===== src/rtl/calc_host_seq.sv =====
// calc_host_seq: host-side sequencer that drives the calculator device bus.
// Takes one transaction per request beat (command, 0..2 operands, response
// flag). It puts the words on dev_cs/dev_din in back-to-back cycles. It then
// waits for drdy (response expected) or for busy to fall (no response), and
// returns one response beat.
//
// Ports:
//   clk, rst                      clock, asynchronous active-high reset
//   req_valid/req_ready           request handshake
//   req_cmd/op1/op2/nops/rsp      request payload (nops 3 is treated as 2)
//   rsp_valid/rsp_ready           response handshake
//   rsp_data, rsp_err             captured result / timeout flag
//   dev_cs, dev_din               device command strobe and data word
//   dev_busy, dev_drdy, dev_dout  device status and result
//   idle                          high while the sequencer is in IDLE
//
// Optional feature: define CALC_HOST_TIMEOUT_EN to bound WAIT/DRAIN to
// TO_CYCLES cycles. A timed-out transaction returns rsp_err=1.
module calc_host_seq #(
  parameter int unsigned DW        = 8,
  parameter int unsigned TO_CYCLES = 64
) (
  input  logic          clk,
  input  logic          rst,
  input  logic          req_valid,
  output logic          req_ready,
  input  logic [DW-1:0] req_cmd,
  input  logic [DW-1:0] req_op1,
  input  logic [DW-1:0] req_op2,
  input  logic [1:0]    req_nops,
  input  logic          req_rsp,
  output logic          rsp_valid,
  input  logic          rsp_ready,
  output logic [DW-1:0] rsp_data,
  output logic          rsp_err,
  output logic          dev_cs,
  output logic [DW-1:0] dev_din,
  input  logic          dev_busy,
  input  logic          dev_drdy,
  input  logic [DW-1:0] dev_dout,
  output logic          idle
);

  typedef enum logic [2:0] {
    S_IDLE, S_CMD, S_OP1, S_OP2, S_WAIT, S_DRAIN, S_RSP
  } state_t;

  state_t        state, state_n, post_ops;
  logic [DW-1:0] cmd_q, op1_q, op2_q, cmd_n, op1_n, op2_n;
  logic [1:0]    nops_q, nops_n;
  logic          rspf_q, rspf_n;
  logic          first_q, first_n;   // first DRAIN cycle: busy not yet valid
  logic          rdy_q;              // registered "in IDLE" qualifier for req_ready
  logic [DW-1:0] data_n, din_n;
  logic          err_n;

  // TO_CYCLES must be at least 1; this marker block flags a zero value.
  if (TO_CYCLES == 0) begin : g_to_cycles_zero_unsupported
  end

`ifdef CALC_HOST_TIMEOUT_EN
  localparam int unsigned CW      = $clog2(TO_CYCLES + 1);
  localparam logic [CW-1:0] TO_LAST = CW'(TO_CYCLES - 1);
  logic [CW-1:0] cnt_q, cnt_n;
  logic          to_hit;
  // Count reaches TO_CYCLES at the end of this cycle.
  assign to_hit = (cnt_q == TO_LAST);
`endif

  // Ready is combinational on busy so a busy device blocks acceptance at once.
  assign req_ready = rdy_q && !dev_busy;
  assign post_ops  = rspf_q ? S_WAIT : S_DRAIN;

  // Next-state, payload latching and registered-output next values.
  always_comb begin
    state_n = state;
    cmd_n   = cmd_q;
    op1_n   = op1_q;
    op2_n   = op2_q;
    nops_n  = nops_q;
    rspf_n  = rspf_q;
    data_n  = rsp_data;
    err_n   = rsp_err;
    first_n = 1'b0;
    din_n   = '0;
`ifdef CALC_HOST_TIMEOUT_EN
    cnt_n   = cnt_q;
`endif
    case (state)
      S_IDLE: begin
        if (req_valid && req_ready) begin
          cmd_n   = req_cmd;
          op1_n   = req_op1;
          op2_n   = req_op2;
          nops_n  = (req_nops == 2'd3) ? 2'd2 : req_nops;
          rspf_n  = req_rsp;
          state_n = S_CMD;
        end
      end
      S_CMD:   state_n = (nops_q != 2'd0) ? S_OP1 : post_ops;
      S_OP1:   state_n = (nops_q == 2'd2) ? S_OP2 : post_ops;
      S_OP2:   state_n = post_ops;
      S_WAIT: begin
        if (dev_drdy) begin
          data_n  = dev_dout;
          err_n   = 1'b0;
          state_n = S_RSP;
        end
`ifdef CALC_HOST_TIMEOUT_EN
        else if (to_hit) begin
          data_n  = '0;
          err_n   = 1'b1;
          state_n = S_RSP;
        end else begin
          cnt_n = cnt_q + CW'(1);
        end
`endif
      end
      S_DRAIN: begin
        if (!first_q && !dev_busy) begin
          data_n  = '0;
          err_n   = 1'b0;
          state_n = S_RSP;
        end
`ifdef CALC_HOST_TIMEOUT_EN
        else if (to_hit) begin
          data_n  = '0;
          err_n   = 1'b1;
          state_n = S_RSP;
        end else begin
          cnt_n = cnt_q + CW'(1);
        end
`endif
      end
      S_RSP:   if (rsp_ready) state_n = S_IDLE;
      default: state_n = S_IDLE;
    endcase

    // Entering WAIT or DRAIN restarts the wait bookkeeping.
    if ((state_n == S_WAIT || state_n == S_DRAIN) && state_n != state) begin
      first_n = 1'b1;
`ifdef CALC_HOST_TIMEOUT_EN
      cnt_n   = '0;
`endif
    end

    case (state_n)
      S_CMD:   din_n = cmd_n;
      S_OP1:   din_n = op1_n;
      S_OP2:   din_n = op2_n;
      default: din_n = '0;
    endcase
  end

  // State and registered outputs.
  always_ff @(posedge clk or posedge rst) begin
    if (rst) begin
      state     <= S_IDLE;
      cmd_q     <= '0;
      op1_q     <= '0;
      op2_q     <= '0;
      nops_q    <= '0;
      rspf_q    <= 1'b0;
      first_q   <= 1'b0;
      rdy_q     <= 1'b0;
      rsp_valid <= 1'b0;
      rsp_data  <= '0;
      rsp_err   <= 1'b0;
      dev_cs    <= 1'b0;
      dev_din   <= '0;
      idle      <= 1'b1;
`ifdef CALC_HOST_TIMEOUT_EN
      cnt_q     <= '0;
`endif
    end else begin
      state     <= state_n;
      cmd_q     <= cmd_n;
      op1_q     <= op1_n;
      op2_q     <= op2_n;
      nops_q    <= nops_n;
      rspf_q    <= rspf_n;
      first_q   <= first_n;
      rdy_q     <= (state_n == S_IDLE);
      rsp_valid <= (state_n == S_RSP);
      rsp_data  <= data_n;
      rsp_err   <= err_n;
      dev_cs    <= (state_n == S_CMD);
      dev_din   <= din_n;
      idle      <= (state_n == S_IDLE);
`ifdef CALC_HOST_TIMEOUT_EN
      cnt_q     <= cnt_n;
`endif
    end
  end

endmodule


===== config.mk =====
export PLATFORM = sky130hd
export DESIGN_NAME = calc_host_seq
export DESIGN_NICKNAME = d
export VERILOG_FILES = /design/src/rtl/calc_host_seq.sv
export SDC_FILE = /design/constraint.sdc
export NUM_CORES = 1
export LEC_CHECK = 0
export ABC_AREA = 1
export CORE_ASPECT_RATIO = 1.2
export CORE_MARGIN = 5
export CORE_UTILIZATION = 40
export DETAILED_ROUTE_END_ITERATION = 6
export GPL_ROUTABILITY_DRIVEN = 0
export PLACE_DENSITY = 0.74
export SLEW_MARGIN = 30
export SYNTH_ARGS = -nofsm -noshare
export SYNTH_HDL_FRONTEND = slang
export SYNTH_SLANG_ARGS = --single-unit

===== constraint.sdc =====
create_clock -name clk -period 1.2 [get_ports clk]
set_input_delay 0.3 -clock clk [delete_from_list [all_inputs] [get_ports clk]]
set_output_delay 0.3 -clock clk [all_outputs]
set_load 0.005 [all_outputs]

Word-level counts from Yosys, hierarchy flattened
Index checks and enable logic that the tools add are counted.
{"block": "word_totals", "ff_bits": 52, "latch_bits": 0, "ram_bits": 0, "rom_bits": 0, "inputBits": 41, "wordCells": 67, "n_memories": 0}
{"block": "classes", "add_sub_neg": 0, "mul": 0, "div_mod_pow": 0, "magnitude_cmp": 0, "eq_ne": 17, "shift": 0, "n_mux": 23, "bitwise": 0, "n_reduce_logical": 13}
{"op": "$mux W8", "count": 8}
{"op": "$pmux W8 S3", "count": 1}
{"op": "$pmux W3 S7", "count": 1}
{"op": "$eq A3 B3 Y1 const B", "count": 6}
{"op": "$mux W3", "count": 6}
{"op": "$pmux W8 S2", "count": 1}
{"op": "$eq A3 B2 Y1 const B", "count": 4}
{"op": "$eq A3 B1 Y1 const B", "count": 2}
{"op": "$logic_not A3 Y1", "count": 2}
{"op": "$eq A2 B2 Y1 const B", "count": 2}
{"op": "$logic_and A1 B1 Y1", "count": 4}
{"op": "$mux W1", "count": 4}
{"op": "$ne A2 B2 Y1 const B", "count": 2}
{"op": "$reduce_bool A2 Y1", "count": 2}
{"op": "$ne A3 B3 Y1", "count": 1}
{"op": "$reduce_and A3 Y1", "count": 1}
{"op": "$logic_not A1 Y1", "count": 2}
{"op": "$mux W2", "count": 1}
{"op": "$pmux W1 S2", "count": 1}
{"op": "$reduce_and A2 Y1", "count": 1}
{"op": "$logic_or A1 B1 Y1", "count": 1}

Longest topological paths before layout
{"block": "depth", "word_depth": 9, "mapped_depth": 9, "depth_no_buf": 8}

Least setup slack after synthesis
OpenSTA, ideal clock, no wires.
{"block": "synth_path", "path_type": "register to register", "startpoint": "reg state[1]", "endpoint": "reg dev_din[0]", "setup_time_ns": 0.124, "t_arrival_ns": 1.123, "required_ns": 1.076, "path_slack_ns": -0.047, "path_stages_with_launch": 9, "n_path_buf": 2, "synth_period_minus_slack_ns": 1.247, "cell_sequence": "dfrtp_1 buf_6 nor2_4 nand3_2 buf_6 nand2_1 nand2_1 nand2_1 nand3_1"}
{"element": "start, declared", "line": "48", "rtl": "state_t state, state_n, post_ops;"}
{"element": "start signal, assigned", "line": "176", "rtl": "state <= state_n;"}
{"element": "$logic_not A3 Y1", "line": "89", "rtl": "case (state)"}
{"element": "$mux W8", "line": "89"}
{"element": "net op2_n[0]", "line": "49", "rtl": "logic [DW-1:0] cmd_q, op1_q, op2_q, cmd_n, op1_n, op2_n;"}
{"element": "$pmux W8 S3", "line": "147", "rtl": "case (state_n)"}
{"element": "net din_n[0]", "line": "54", "rtl": "logic [DW-1:0] data_n, din_n;"}
{"element": "end signal, assigned", "line": "188", "rtl": "dev_din <= din_n;"}
{"element": "end, declared", "line": "37", "rtl": "output logic [DW-1:0] dev_din,"}
The timed path passes the listed nets, and every way through them passes these cells.
A chain may end at the register's enable or synchronous reset.

Worst setup path after layout
{"block": "layout_path", "startpoint": "reg state[2]", "endpoint": "reg nops_q[0]"}
{"block": "layout_between", "elab_chain_len": 2}
{"element": "$logic_not A3 Y1", "line": "89"}
{"element": "$reduce_and A2 Y1 (no source line)"}
{"element": "end signal, assigned", "line": "180", "rtl": "nops_q <= nops_n;"}
{"element": "end, declared", "line": "50", "rtl": "logic [1:0] nops_q, nops_n;"}
No other way between the ends.

==> results.sh <==
export IMPL_status="finished, violations left"
export IMPL_violations="setup timing"
export IMPL_reg2reg_slack_ps=-170
export IMPL_start_kind="register"
export IMPL_reg2reg_depth=7
export IMPL_die_y_um=84.99
export IMPL_cts_sinks=43
export IMPL_holdWs_ps=410.8
export IMPL_die_w_um=72.49
export IMPL_p_leak_uw=0.001691
export IMPL_final_area_mm2=0.003358
export IMPL_firstDrtPassIters=4
export IMPL_hold_class="in2async"
export IMPL_endpoint="nops_q[0]$_DFFE_PP0P_"
export IMPL_r2r_end="nops_q[0]$_DFFE_PP0P_"
export IMPL_final_cells=380
export IMPL_grt_max_degree=27
export IMPL_fin_ws_ps=-170.9
export IMPL_postRouteAntennaNets=0
export IMPL_crit_type="reg2reg"
export IMPL_worst_endpoint_arrival_ps=1550
export IMPL_drive_gt1_share_pct=50.93
export IMPL_post_dp_cell_area_mm2=0.002710
export IMPL_pin_count=62
export IMPL_cts_made_buffers=5
export IMPL_dp_slack_ps=-511.2
export IMPL_hold_buffers=0
export IMPL_min_period_ps=1371
export IMPL_crit_fanout=6
export IMPL_r2r_start="state[2]$_DFF_PP0_"
export IMPL_grt_busiest_layer="met2"
export IMPL_clockBufferDepth=2
export IMPL_fp_row_count=27
export IMPL_place_inst=352
export IMPL_power_density_mw_per_mm2=1914
export IMPL_clk_pin_slew_ps=80
export IMPL_rsz0062_at_grt="true"
export IMPL_routed_wl_um=5735
export IMPL_diodes=0
export IMPL_wl_per_cell_um=15.09
export IMPL_final_setup_viol_count=42
export IMPL_drt_iter0_markers=65
export IMPL_yosys_warnings=0
export IMPL_grt_use_total_pct=18.49
export IMPL_fin_nets=362
export IMPL_final_cell_mix="56 x nand2_2, 40 x dfrtp_1, 38 x clkdlybuf4s50_1"
export IMPL_met3_usage_pct=3.555
export IMPL_grt_overflow_total=0
export IMPL_synth_cells=218
export IMPL_synth_area_mm2=0.001874
export IMPL_cts_htree_levels=2
export IMPL_die_area_mm2=0.006161
export IMPL_core_area_mm2=0.004561
export IMPL_antenna_found_initial=0
export IMPL_clock_latency_ps=290
export IMPL_num_vias=1821
export IMPL_hold_viol=0
export IMPL_syn_nets=259
export IMPL_required_ps=1380
export IMPL_port_buffers=60
export IMPL_cts_tree="built"
export IMPL_timing_fmax_ghz=0.7294
export IMPL_final_common_cell="nand2_2"
export IMPL_syn_area_per_cell_um2=8.598
export IMPL_crit_start="state[2]$_DFF_PP0_"
export IMPL_fin_skew_ps=3.863
export IMPL_drv_slew=0
export IMPL_drc=0
export IMPL_end_kind="register"
export IMPL_grt_first_pass_wirelength_um=8859
export IMPL_yosysSeqAreaShare_pct=57.48
export IMPL_hpwl_um=3352
export IMPL_start_util_pct=41.10
export IMPL_routed_via_density=4.792
export IMPL_post_route_period_util_pct=114.2
export IMPL_cap_violations=0
export IMPL_grt_pass1_vias=1953
export IMPL_cts_root_buffer="clkbuf_8"
export IMPL_peakVddDrop_v=0.001080
export IMPL_met1_usage_pct=20.38
export IMPL_syn2layout_area_growth_pct=79.17
export IMPL_grt_util_met2_pct=33.55
export IMPL_ys_types=21
export IMPL_ys_ff_latch=43
==> worst min-delay path by stage <==
stage,start,end,slack (ps)
3_3_place_gp,op1_q[7]$_DFF_PP0_,op1_q[7]$_DFF_PP0_,460
6_report,rst,dev_din[7]$_DFF_PP0_,410
5_1_grt,rst,rsp_valid$_DFF_PP0_,420
4_1_cts,rst,dev_din[7]$_DFF_PP0_,410
2_1_floorplan,rst,dev_cs$_DFF_PP0_,300
3_5_place_dp,op2_q[4]$_DFF_PP0_,op2_q[4]$_DFF_PP0_,460
==> timing repair <==
action,in CTS,in global routing
pin swaps,25,24
buffers inserted,18,4
cloned,3,0
setup endpoints to repair,57,55
gates resized for setup,115,79
==> routing by layer <==
layer  wire length, um  up-vias
met4               147        0
met1              2068      889
met5                 0        -
met3               245       12
met2              3273       49
li1                  -      871
==> report_power, final <==
group          switching [uW]  internal (uW)
Sequential                329           2020
Clock                     476            409
Combinational            1520           1670
Total                    2330           4100
==> Yosys cell counts <==
| library cell | n | share of area, % |
|---|---|---|
| and2_4 | 1 | 0.47 |
| buf_4 | 3 | 1.2 |
| buf_6 | 5 | 3.0 |
| conb_1 | 1 | 0.20 |
| dfrtp_1 | 42 | 56 |
| dfstp_2 | 1 | 1.4 |
| inv_1 | 23 | 4.6 |
| inv_2 | 1 | 0.20 |
| nand2_1 | 94 | 19 |
| nand3_1 | 15 | 4.0 |
| nand3_2 | 1 | 0.53 |
| nand3_4 | 1 | 0.93 |
| nand4_1 | 2 | 0.67 |
| nor2_1 | 10 | 2.0 |
| nor2_2 | 2 | 0.67 |
| nor2_4 | 2 | 1.2 |
| o21a_1 | 1 | 0.40 |
| o21ai_0 | 3 | 0.80 |
| o21ai_1 | 8 | 2.1 |
| o22ai_1 | 1 | 0.33 |
| or2_1 | 1 | 0.33 |
==> cell type report <==
class	count	area, um^2
multi-input combinational	143	973.4
inverter	24	98.84
sequential	43	1080
fill	308	1202
timing repair buffer	104	1052
clock inverter	1	5.005
clock buffer	7	76.32
tap	58	72.57
==> logic make-up after synthesis <==
kind of cell,after synthesis,share of synthesized area (%)
buffers and inverters,32,9.011
and+or+nand+nor,129,29.64
DFF,43,57.48
other,1,0.2001
AOI/OAI and AO/OA,13,3.672
==> state kept, by name, summed over array words and instances (netlist names), 2 cells and up <==
| signal | count |
|---|---|
| op1_q | 8 |
| rsp_data | 8 |
| op2_q | 8 |
| state | 3 |
| dev_din | 8 |
| nops_q | 2 |
==> worst max-delay path: stages (launching register included) <==
cell and delay [ps]:
dfrtp_2 450, nor2_4 150, nand2_2 80, nor2_4 130
buf_6 150, buf_16 120, buf_12 110, o22ai_2 70
==> per-stage QoR <==
step	total power (uW)	setup TNS (ps)	utilization [%]
2_1_floorplan	3431	-244.4	-
3_3_place_gp	4456	-14770	59.42
3_5_place_dp	4536	-15620	59.42
4_1_cts	5773	-3057	70.07
5_1_grt	6830	-6215	73.64
6_report	6429	-3802	73.64
(Power assumes the default switching activity.)
